**src/rtl/sm_decode8.sv**
```systemverilog
// Bit-serial two's-complement to sign-magnitude decoder for 8-bit words.
// One bit is converted per clock, LSB first, with valid/ready handshakes on both sides.
module sm_decode8 (
   input  logic       clk,
   input  logic       rst,
   input  logic       in_valid,
   output logic       in_ready,
   input  logic [7:0] in_data,
   output logic       out_valid,
   input  logic       out_ready,
   output logic       out_sign,
   output logic [7:0] out_mag
);

   typedef enum logic [1:0] {IDLE, CONV, HOLD} state_t;

   state_t     state_reg, state_next;
   logic [7:0] shift_reg, shift_next;
   logic [7:0] res_reg, res_next;
   logic [7:0] mag_reg, mag_next;
   logic       sign_reg, sign_next;
   logic       seen_one_reg, seen_one_next;
   logic       out_sign_reg, out_sign_next;
   logic [2:0] cnt_reg, cnt_next;
   logic       b;
   logic       m;

   always_ff @(posedge clk) begin
      if (rst) begin
         state_reg    <= IDLE;
         shift_reg    <= 8'h00;
         res_reg      <= 8'h00;
         mag_reg      <= 8'h00;
         sign_reg     <= 1'b0;
         seen_one_reg <= 1'b0;
         out_sign_reg <= 1'b0;
         cnt_reg      <= 3'd0;
      end else begin
         state_reg    <= state_next;
         shift_reg    <= shift_next;
         res_reg      <= res_next;
         mag_reg      <= mag_next;
         sign_reg     <= sign_next;
         seen_one_reg <= seen_one_next;
         out_sign_reg <= out_sign_next;
         cnt_reg      <= cnt_next;
      end
   end

   always_comb begin
      state_next    = state_reg;
      shift_next    = shift_reg;
      res_next      = res_reg;
      mag_next      = mag_reg;
      sign_next     = sign_reg;
      seen_one_next = seen_one_reg;
      out_sign_next = out_sign_reg;
      cnt_next      = cnt_reg;
      b             = shift_reg[0];
      // Negation serially: copy bits up to and including the first 1, invert the rest.
      m             = b ^ (sign_reg & seen_one_reg);
      in_ready      = (state_reg == IDLE);
      out_valid     = (state_reg == HOLD);

      case (state_reg)
         IDLE: begin
            if (in_valid) begin
               shift_next    = in_data;
               sign_next     = in_data[7];
               seen_one_next = 1'b0;
               cnt_next      = 3'd0;
               state_next    = CONV;
            end
         end
         CONV: begin
            shift_next    = {1'b0, shift_reg[7:1]};
            res_next      = {m, res_reg[7:1]};
            seen_one_next = seen_one_reg | b;
            cnt_next      = cnt_reg + 3'd1;
            if (cnt_reg == 3'd7) begin
               mag_next      = {m, res_reg[7:1]};
               out_sign_next = sign_reg;
               state_next    = HOLD;
            end
         end
         HOLD: begin
            if (out_ready) begin
               state_next = IDLE;
            end
         end
         default: state_next = IDLE;
      endcase
   end

   assign out_sign = out_sign_reg;
   assign out_mag  = mag_reg;

endmodule

```
**config.mk**
```make
export PLATFORM = sky130hd
export DESIGN_NAME = sm_decode8
export DESIGN_NICKNAME = d
export VERILOG_FILES = /design/src/rtl/sm_decode8.sv
export SDC_FILE = /design/constraint.sdc
export NUM_CORES = 1
export LEC_CHECK = 0
export CAP_MARGIN = 20
export CORE_ASPECT_RATIO = 1.4
export CORE_MARGIN = 5
export CORE_UTILIZATION = 54
export CTS_CLUSTER_SIZE = 20
export DETAILED_ROUTE_END_ITERATION = 16
export PLACE_DENSITY = 0.88
export SLEW_MARGIN = 20
export SYNTH_ARGS = -nofsm -noshare
export SYNTH_HDL_FRONTEND = slang
export SYNTH_SLANG_ARGS = --single-unit
export TNS_END_PERCENT = 20
```
**constraint.sdc**
```tcl
create_clock -name clk -period 3.81 [get_ports clk]
set_input_delay 0.762 -clock clk [delete_from_list [all_inputs] [get_ports clk]]
set_output_delay 0.762 -clock clk [all_outputs]
set_load 0.005 [all_outputs]
```
== Word level (Yosys, flattened, before mapping) ==
Index checks and enable logic that the tools add are counted.
Cells by class
  $add $sub $neg: 1
  equal/unequal tests: 6
  muxes and demuxes: 10
  bitwise operators: 3
  reductions and logical operators: 6
Operator list (count)
  8-bit case mux with 2 select lines: 1
  8-bit two-way mux: 1
  2-bit two-way mux: 3
  2-bit case mux with 3 select lines: 1
  3-bit case mux with 2 select lines: 1
  2-bit AND reduction: 3
  2-bit inequality test (second input constant): 2
  3-bit by 1-bit adder with 3-bit output (second input constant): 1
  3-bit equality test (second input constant): 1
  3-bit two-way mux: 1
  3-bit AND reduction: 1
  2-bit by 1-bit equality test with 1-bit output (second input constant): 1
  2-bit equality test (second input constant): 1
  2-bit logical NOT: 1
  2-bit by 1-bit inequality test with 1-bit output (second input constant): 1
  1-bit case mux with 2 select lines: 1
  2-bit nonzero test: 1
  1-bit AND: 1
  1-bit two-way mux: 1
  1-bit OR: 1
  1-bit XOR: 1
Storage, ports and cells
  register bits: 32
  input port bits: 12
  output and inout bits: 11
  logic and storage cells: 34

== Depth between registers and ports, before layout ==
  word-level depth: 3
  mapped depth: 6
  gate-level depth less buffers: 5

== Least setup slack after synthesis ==
No wires, ideal clock.
  path kind: input -> register
  from: input in_valid
  to: register shift_reg[5]
  setup time: 0.134 ns
  arrival: 1.367 ns
  data required time: 3.676 ns
  slack: 2.309 ns
  cell stages on the path: 3
  path through: or3b_2 > nor2_1 > nor4_1
Between the ends
  word-level cells in the longest chain between the ends: 2
RTL lines
  from (decl): line 6  | input logic in_valid,
  2-bit inequality test (no line)
  2-bit AND reduction (no line)
  to (signal assigned): line 40  | shift_reg <= shift_next;
  to (decl): line 18  | logic [7:0] shift_reg, shift_next;
No other way between the ends.
A chain may end at the register's enable or synchronous reset.

== Final worst setup path ==
  from: register state_reg[1]
  to: output out_valid
Between the ends
  word-level cells in the longest chain between the ends: 1
RTL lines
  from (decl): line 17  | state_t state_reg, state_next;
  from (signal assigned): line 39  | state_reg <= state_next;
  2-bit equality test: line 63  | out_valid = (state_reg == HOLD);
  to (decl): line 9  | output logic out_valid,
No other way between the ends.

==> flow_summary.ini <==
[detailed_routing]
wl_um = 2560
avgRoutedWirePerCell_um = 13.4
via_per_inst = 5.79
drtPass1Iterations = 7
drt_iter0_markers = 22
drc_errors = 0
detail-route-antenna-nets = 0
vias = 1106

[pwr]
leakage_nw = 0.550
power.density_nw_per_um2 = 413
switchingPower_mw = 0.153
peakVddDrop_v = 0.000342
combPwrFrac_pct = 9.5
swShare_pct = 24.5
seq_power_share_pct = 55.6
p_int_mw = 0.473
clockPowerShare_pct = 34.9

[grt]
grt_max_degree = 32
gr-total-overflow = 0
track_usage_pct = 16.8
grt_pass1_wl_um = 4400
grt_pass1_vias = 1123
antenna_found_initial = 0

[placement]
dp_cells = 183
dp_hpwl_um = 1800
place_area_um2 = 1450
port_buffers = 22
finalWeightedCongestion = 0.801

[clocking]
cts-buffers-inserted = 5
clockRootBuffer = clkbuf_4
clock_path_buffers = 2
cts_tree = yes
cts_hold_buf = 0
clock_latency_ns = 0.34
clkSinkCount = 31
cts_setup_buffers = 0
clk_pin_slew_ns = 0.09
cts_resized = 0
h-tree-depth = 2

[synthesis]
ys_seq_elements = 31
synth_ff_type = dfxtp_1
synth_edf_count = 0
async_reset_ff_share_pct = 0
synthDistinctLibCells = 28
yosys.area.top_type = dfxtp_1
synthCells = 149
syn_nets = 163
avgSynthCellArea_um2 = 8.46
synth-warning-count = 0
synth_top_area_share_pct = 49.3
yosys-top-cells-area = dfxtp_1, a21oi_1, nand2_1
netlist_area_um2 = 1260
yosysSeqAreaShare_pct = 49.3

[sta]
finalCritPeriodShare_pct = 63.1
rsz0062_at_grt = no
finalHoldViolations = 0
maxSlewViolCount = 0
layout_min_cycle_time_ns = 2.41
max_freq_ghz = 0.416
tns_ns = 0
worstMarginPinSlew_ns = 1.04
final.setup_skew_ns = 0.00598
slew_headroom_pct = 30.4
setup_viol = 0

[finish]
fin_util_pct = 68.8
layout-drive-gt1-share_pct = 5.92
multiInputGateArea_um2 = 571
syn2layout_area_growth_pct = 20.3
stdcell_area_um2 = 1520
stdcell_count = 191
layout.nets = 182
diodes = 0
fillers = 190
ff_latch_area_um2 = 621

[worst_setup_path]
end_kind = primary output
crit_type = flip-flop to primary output
worstPathArrival_ns = 1.64
cp.required_ns = 3.05
r2r_slack_ns = 2.09
path_max_fanout = 13
worstSetupStartpointType = flip-flop

[floorplan]
pin_count = 23
design.die.area_um2 = 3410
rows = 20
start_util_pct = 57.2
core_area_um2 = 2200
die-width_um = 50.8
die_h_um = 67.2

[status]
outcome = complete, no violations

[worst_hold_path]
min_path_type = flip-flop to flip-flop

[run]
maxCapViolations = 0
## per-layer routing
layer  global-route usage [%]  part of all wire (%)  vias up
li1                         -                     -      551
met4                     8.95                   2.0        0
met5                        0                     0        -
met3                     4.86                   5.4        5
met1                     16.2                    39      520
met2                     31.4                    54       30
## area by class of cell
type,count,share of cell area (%)
clock buffers,8,4.54
inverters,2,0.495
multi-input cells,106,37.7
flip-flops and latches,31,41.0
well taps,22,1.82
repair buffers,22,14.5
## cell usage after synthesis, types with 3 or more instances
| library cell | count |
|---|---|
| nand3_1 | 8 |
| clkbuf_1 | 3 |
| a211oi_1 | 5 |
| nand2_1 | 22 |
| buf_2 | 4 |
| nor4_1 | 3 |
| nor2b_1 | 3 |
| a21oi_1 | 19 |
| nand2b_1 | 3 |
| o2bb2ai_1 | 3 |
| nor2_1 | 22 |
| dfxtp_1 | 31 |
## kinds of logic after synthesis
| group | after synthesis | share of synthesized area [%] |
|---|---|---|
| compound gates | 36 | 17.7 |
| xor+xnor | 1 | 0.695 |
| fa+ha+maj | 2 | 1.99 |
| buf+inv | 12 | 5.46 |
| flops | 31 | 49.3 |
| mux | 2 | 1.59 |
| simple gates | 65 | 23.3 |
## power by group through the flow
stage / clock [mW] / sequential, mW / combinational (mW)
6_report: 0.218 / 0.348 / 0.0598
5_1_grt: 0.237 / 0.349 / 0.0666
4_1_cts: 0.220 / 0.348 / 0.0601
3_5_place_dp: 0 / 0.355 / 0.0595
3_3_place_gp: 0 / 0.354 / 0.0568
2_1_floorplan: 0 / 0.350 / 0.0447
## through the flow
step / setup slack (ns) / total power [mW] / hold slack (ns)
4_1_cts: 1.39 / 0.628 / 0.460
3_5_place_dp: 1.47 / 0.415 / 0.447
3_3_place_gp: 1.54 / 0.411 / 0.442
5_1_grt: 1.28 / 0.653 / 0.488
2_1_floorplan: 2.31 / 0.395 / 0.437
6_report: 1.40 / 0.626 / 0.458
## final timing paths
path | startpoint | to | depth (start not counted)
worst min-delay path | out_mag[1]$_SDFFE_PP0P_ | out_mag[1]$_SDFFE_PP0P_ | 2
worst max-delay path | state_reg[1]$_SDFFE_PP0P_ | out_valid | 2
worst max register to register | state_reg[0]$_SDFFE_PP0P_ | out_mag[7]$_SDFFE_PP0P_ | 3
worst min register to register | out_mag[1]$_SDFFE_PP0P_ | out_mag[1]$_SDFFE_PP0P_ | 2
## critical path, stage by stage (launching register included)
cell and delay [ns]:
dfxtp_1 0.55, nor2b_1 0.22, clkdlybuf4s50_1 0.53
## cell usage in the layout, fill, tap and decap left out, drive strengths merged
master	netlist	final
a311oi	1	1
inv	2	2
ha	2	2
mux2i	2	2
o21bai	1	1
nor4	3	3
or3b	1	1
nand3b	1	1
and2b	1	1
a22oi	2	2
o21ba	1	1
nand2	22	22
dfxtp	31	31
nand2b	3	3
nor3	1	1
nor2	22	22
nor2b	3	3
o22ai	2	2
o2bb2ai	3	3
clkbuf	3	8
o21ai	2	2
a211oi	5	5
clkdlybuf4s50	0	22
nand3	8	8
xor2	1	1
a21oi	19	19
(Power assumes the default switching activity.)
